**src/rtl/dff_pipe_pkg.sv**
```systemverilog
// dff_pipe_pkg: shared helpers and per-stage tag type for dff_pipe.
// Parity tag storage exists only when DFF_PIPE_PARITY_EN is defined.
package dff_pipe_pkg;

    function automatic int cnt_w(input int depth);
        return $clog2(depth + 1);
    endfunction

    // Data width is set per instance, so the data word travels beside this tag.
    typedef struct packed {
        logic valid;
`ifdef DFF_PIPE_PARITY_EN
        logic parity;
`endif
    } stage_tag_t;

    localparam int TAG_W = $bits(stage_tag_t);

endpackage

```
**src/rtl/dff_pipe_stage.sv**
```systemverilog
// dff_pipe_stage: one data+tag register with async reset, sync clear and enable.
module dff_pipe_stage
    import dff_pipe_pkg::*;
#(
    parameter int WIDTH = 8,
    parameter logic [WIDTH-1:0] RESET_VAL = '0,
    parameter logic [TAG_W-1:0] TAG_RST = '0
) (
    input  logic             clk,
    input  logic             reset,
    input  logic             en,
    input  logic             clr,
    input  logic [WIDTH-1:0] d,
    input  logic [TAG_W-1:0] tag_d,
    output logic [WIDTH-1:0] q,
    output logic [TAG_W-1:0] tag_q
);

    always_ff @(posedge clk or posedge reset)
        if (reset) {q, tag_q} <= {RESET_VAL, TAG_RST};
        else if (clr) {q, tag_q} <= {RESET_VAL, TAG_RST};
        else if (en) {q, tag_q} <= {d, tag_d};

endmodule

```
**src/rtl/dff_pipe.sv**
```systemverilog
// dff_pipe: WIDTH-bit, DEPTH-stage stallable delay line with valid tracking and occupancy count.
// Define DFF_PIPE_PARITY_EN to add per-stage parity with par_inj / par_err.
module dff_pipe
    import dff_pipe_pkg::*;
#(
    parameter int WIDTH = 8,
    parameter int DEPTH = 3,
    parameter logic [WIDTH-1:0] RESET_VAL = '0
) (
    input  logic                       clk,
    input  logic                       reset,
    input  logic                       en,
    input  logic                       clr,
    input  logic [WIDTH-1:0]           d,
    input  logic                       vld_in,
    output logic [WIDTH-1:0]           q,
    output logic [WIDTH-1:0]           qb,
    output logic                       vld_out,
    output logic [cnt_w(DEPTH)-1:0]    count
`ifdef DFF_PIPE_PARITY_EN
    ,
    input  logic                       par_inj,
    output logic                       par_err
`endif
);

    localparam int CW = cnt_w(DEPTH);

`ifdef DFF_PIPE_PARITY_EN
    localparam stage_tag_t TAG_RST = '{valid: 1'b0, parity: ^RESET_VAL};
`else
    localparam stage_tag_t TAG_RST = '{valid: 1'b0};
`endif

    logic [WIDTH-1:0] data [DEPTH+1];
    stage_tag_t       tag  [DEPTH+1];

    assign data[0] = d;
`ifdef DFF_PIPE_PARITY_EN
    assign tag[0] = '{valid: vld_in, parity: ^d ^ par_inj};
`else
    assign tag[0] = '{valid: vld_in};
`endif

    for (genvar i = 0; i < DEPTH; i++) begin : g_stage
        dff_pipe_stage #(
            .WIDTH(WIDTH),
            .RESET_VAL(RESET_VAL),
            .TAG_RST(TAG_RST)
        ) u_stage (
            .clk(clk),
            .reset(reset),
            .en(en),
            .clr(clr),
            .d(data[i]),
            .tag_d(tag[i]),
            .q(data[i+1]),
            .tag_q(tag[i+1])
        );
    end

    assign q       = data[DEPTH];
    assign qb      = ~q;
    assign vld_out = tag[DEPTH].valid;
`ifdef DFF_PIPE_PARITY_EN
    assign par_err = vld_out & (^q != tag[DEPTH].parity);
`endif

    // Entering and leaving items cancel, so count stays within 0..DEPTH.
    always_ff @(posedge clk or posedge reset)
        if (reset) count <= '0;
        else if (clr) count <= '0;
        else if (en) count <= count + CW'(vld_in) - CW'(vld_out);

endmodule

```
**config.mk**
```make
export PLATFORM = sky130hd
export DESIGN_NAME = dff_pipe
export DESIGN_NICKNAME = d
export VERILOG_FILES = /design/src/rtl/dff_pipe_pkg.sv /design/src/rtl/dff_pipe_stage.sv /design/src/rtl/dff_pipe.sv
export SDC_FILE = /design/constraint.sdc
export NUM_CORES = 1
export LEC_CHECK = 0
export BUFFER_PORTS_ARGS = -buffer_cell sky130_fd_sc_hd__buf_2
export CORE_ASPECT_RATIO = 0.6
export CORE_MARGIN = 10
export CORE_UTILIZATION = 50
export DETAILED_ROUTE_END_ITERATION = 10
export GPL_ROUTABILITY_DRIVEN = 0
export GPL_TIMING_DRIVEN = 0
export PLACE_DENSITY = 0.75
export REMOVE_ABC_BUFFERS = 1
export SYNTH_ARGS = -nofsm -noshare
export SYNTH_HDL_FRONTEND = slang
export SYNTH_SLANG_ARGS = --single-unit
```
**constraint.sdc**
```tcl
create_clock -name clk -period 2 [get_ports clk]
set_input_delay 0.4 -clock clk [delete_from_list [all_inputs] [get_ports clk]]
set_output_delay 0.4 -clock clk [all_outputs]
set_load 0.005 [all_outputs]
```
==> impl_results.md <==
- DR DRC count: 0
- Initial antenna violation count: 0
- Netlist Area Pre-Place: between 0.001 and 0.0015 mm^2
- Footprint of the multi-input gates: 446.7 um^2
- Net switching power: about 0.26 mW
- Max_cap viols: 0
- Comb power frac: 0.088
- Share of cells above drive strength 1: 0.2695
- YS warnings: 0
- Inst Count DP: 166
- Period utilization: 0.7507
- Clock slew at reported path FFs: 0.06 ns
- CTS sink count: 29
- Outcome: finished clean
- Syn avg cell area: 11.53 um^2
- WL/cell: 12.82 um
- Worst Hold Class: input port to asynchronous set/reset pin
- Final ANT Viol Nets: 0
- Sw Share: 0.2215
- Via count: around 830
- Relative slew slack: 0.3155
- Routed WL: 2218 um
- Clock root buffer: clkbuf_8
- Std-Cell Rows: 14
- Placement Setup Slack: 0.4280 ns
- Critical Path Start Type: register
- Crit Path Class: register to register
- Pwr per Cell Area: ~800 mW/mm^2
- RSZ-0062 raised after global routing: no
- Clock Path Buffers: 2
- ANT cells: 0
- Number of DRC markers in iteration 0: 54
- Initial Util: 0.5318
- Clk Latency, worst-skew pair: 0.27 ns
- Setup TNS: 0 ns
- Sequential power share: 0.522
- Die height: 60.40 um
- Global Route Usage Sum: 0.09256
- Port buffer count: 31
- Fillers: 214
- Required @ worst endpoint: around 2.2 ns
- Synthesized flop and latch total: 29
- Grt total ovfl: 0
- Final WS setup: 0.4986 ns
- Die ar.: 0.005275 mm^2
- Least-Margin Pin Slew: 1.026 ns
- Pin count of the biggest net entering global routing: 31
- Core area: 0.002557 mm^2
- Final setup fails: 0
- Sequential standard cell area: 725.7 um^2
- Clock network power share: 0.390
- Data arrival time of the worst path: 1.67 ns
- Maximum clock rate: 666.1 MHz
- CTS tree: yes
- Netlist cell types: 13
- Post-layout util: 0.5846
- Area delta synth->final: 9.935%
- Static leakage: 0.8268 nW
- Post-route insts no fill: 173
- Clk_skew: 0.003330 ns
- DRT Pass-1 Iters: 4
- Area after DPL: 0.001409 mm^2
- First-pass GRT wire length: 3808 um
- Max-slew violation count: 0
- VDD IR max: 0.4246 mV
- Design area: 0.001495 mm^2
- Fin crit period: 1.501 ns
- Cell count after synthesis: 118
- Hold WS: 0.3657 ns
- Post-CTS Setup Inserts: 0
- Pint: 0.9269 mW
- Post-synthesis sequential area ratio: 0.5336
- CTS resizes: 0
- Power consumption: 1.191 mW
- Crit end category: register
- Die X-Extent: between 80 and 90 um
- Post-layout net count: 156
- H-tree depth: 2
- Cts bufs inserted: 5
- CTS hold repair buffers: 0
- Post-DP HPWL: between 1500 and 2000 um
- Final number of hold-violating endpoints: 0
- Ports: 32
- Vias per cell: 4.775
- Vias in the first global route: 852
- Critical-path maximum fanout: 3
==> cells in the final DEF, fill, tap and decap left out <==
cell type	n
a21oi_2	1
a31o_1	1
buf_2	31
clkbuf_1	1
clkbuf_8	6
dfrtp_1	29
ha_1	2
inv_1	11
mux2i_1	28
nand2b_1	1
nor2_1	29
xor2_1	1
==> power groups by stage <==
stage | Clock (mW) | Combinational [mW] | Sequential [mW]
2_1_floorplan | 0 | 0.0556 | 0.630
3_5_place_dp | 0 | 0.108 | 0.632
3_3_place_gp | 0 | 0.104 | 0.631
4_1_cts | 0.482 | 0.109 | 0.622
5_1_grt | 0.512 | 0.119 | 0.624
6_report | 0.464 | 0.105 | 0.622
==> flip-flops by register name, indices dropped and copies added (netlist names) <==
register and cells:
count 2, g_stage.u_stage.tag_q 3, g_stage.u_stage.q 24
==> worst max-delay path: stages (launching register included) <==
cell and delay (ns):
dfrtp_1 0.39, ha_1 0.29, inv_1 0.06, ha_1 0.14, xor2_1 0.22, a21oi_2 0.08
a31o_1 0.21
==> synth_stat cells <==
| master | number | area, um^2 |
|---|---|---|
| a31o_1 | 1 | 8.760 |
| a21oi_2 | 1 | 8.760 |
| nand2b_1 | 1 | 6.260 |
| ha_1 | 2 | 25.02 |
| dfrtp_1 | 29 | 725.7 |
| buf_4 | 8 | 60.06 |
| buf_2 | 3 | 15.01 |
| buf_6 | 1 | 11.26 |
| mux2i_1 | 28 | 280.3 |
| inv_1 | 11 | 41.29 |
| buf_12 | 3 | 60.06 |
| xor2_1 | 1 | 8.760 |
| nor2_1 | 29 | 108.9 |
==> worst paths after layout <==
check / startpoint / to / slack [ns] / cells past startpoint
max in group asynchronous: reset / count[0] / 1.01 / 2
hold reg to reg: g_stage[1].u_stage.q[1] / g_stage[2].u_stage.q[1] / 0.52 / 2
min in group clk: d[5] / g_stage[0].u_stage.q[5] / 0.37 / 3
setup reg to reg: g_stage[2].u_stage.tag_q / count[1] / 0.50 / 6
setup / recovery: g_stage[2].u_stage.tag_q / count[1] / 0.50 / 6
hold / removal: reset / g_stage[1].u_stage.q[4] / 0.37 / 2
==> metal layers <==
layer  vias to the layer above  part of all wire  GRT usage
met5                         -                 0          0
met2                        34              0.40     0.1333
li1                        408                 -          -
met4                         0             0.017    0.04751
met1                       378              0.47     0.1067
met3                         6              0.11    0.05615
==> final cells by class <==
cell class | count | share of cell area
Multi-Input combinational cell | 63 | 0.2987
Inverter | 11 | 0.02762
Tap cell | 32 | 0.02678
Timing Repair Buffer | 31 | 0.1038
Clock buffer | 7 | 0.05774
Sequential cell | 29 | 0.4854
==> cells by family (layout without fill, tap and decap cells) <==
kind of cell | after synthesis | count (layout) | share of synthesized area
AO/OA/AOI/OAI | 2 | 2 | 0.01288
multiplexers | 28 | 28 | 0.2061
buffers and inverters | 26 | 49 | 0.1380
XOR/XNOR | 1 | 1 | 0.006441
AND/OR/NAND/NOR | 30 | 30 | 0.08464
flip-flops | 29 | 29 | 0.5336
adder cells (fa/ha/maj) | 2 | 2 | 0.01840
Note: power is estimated with default switching activity, not from simulation.
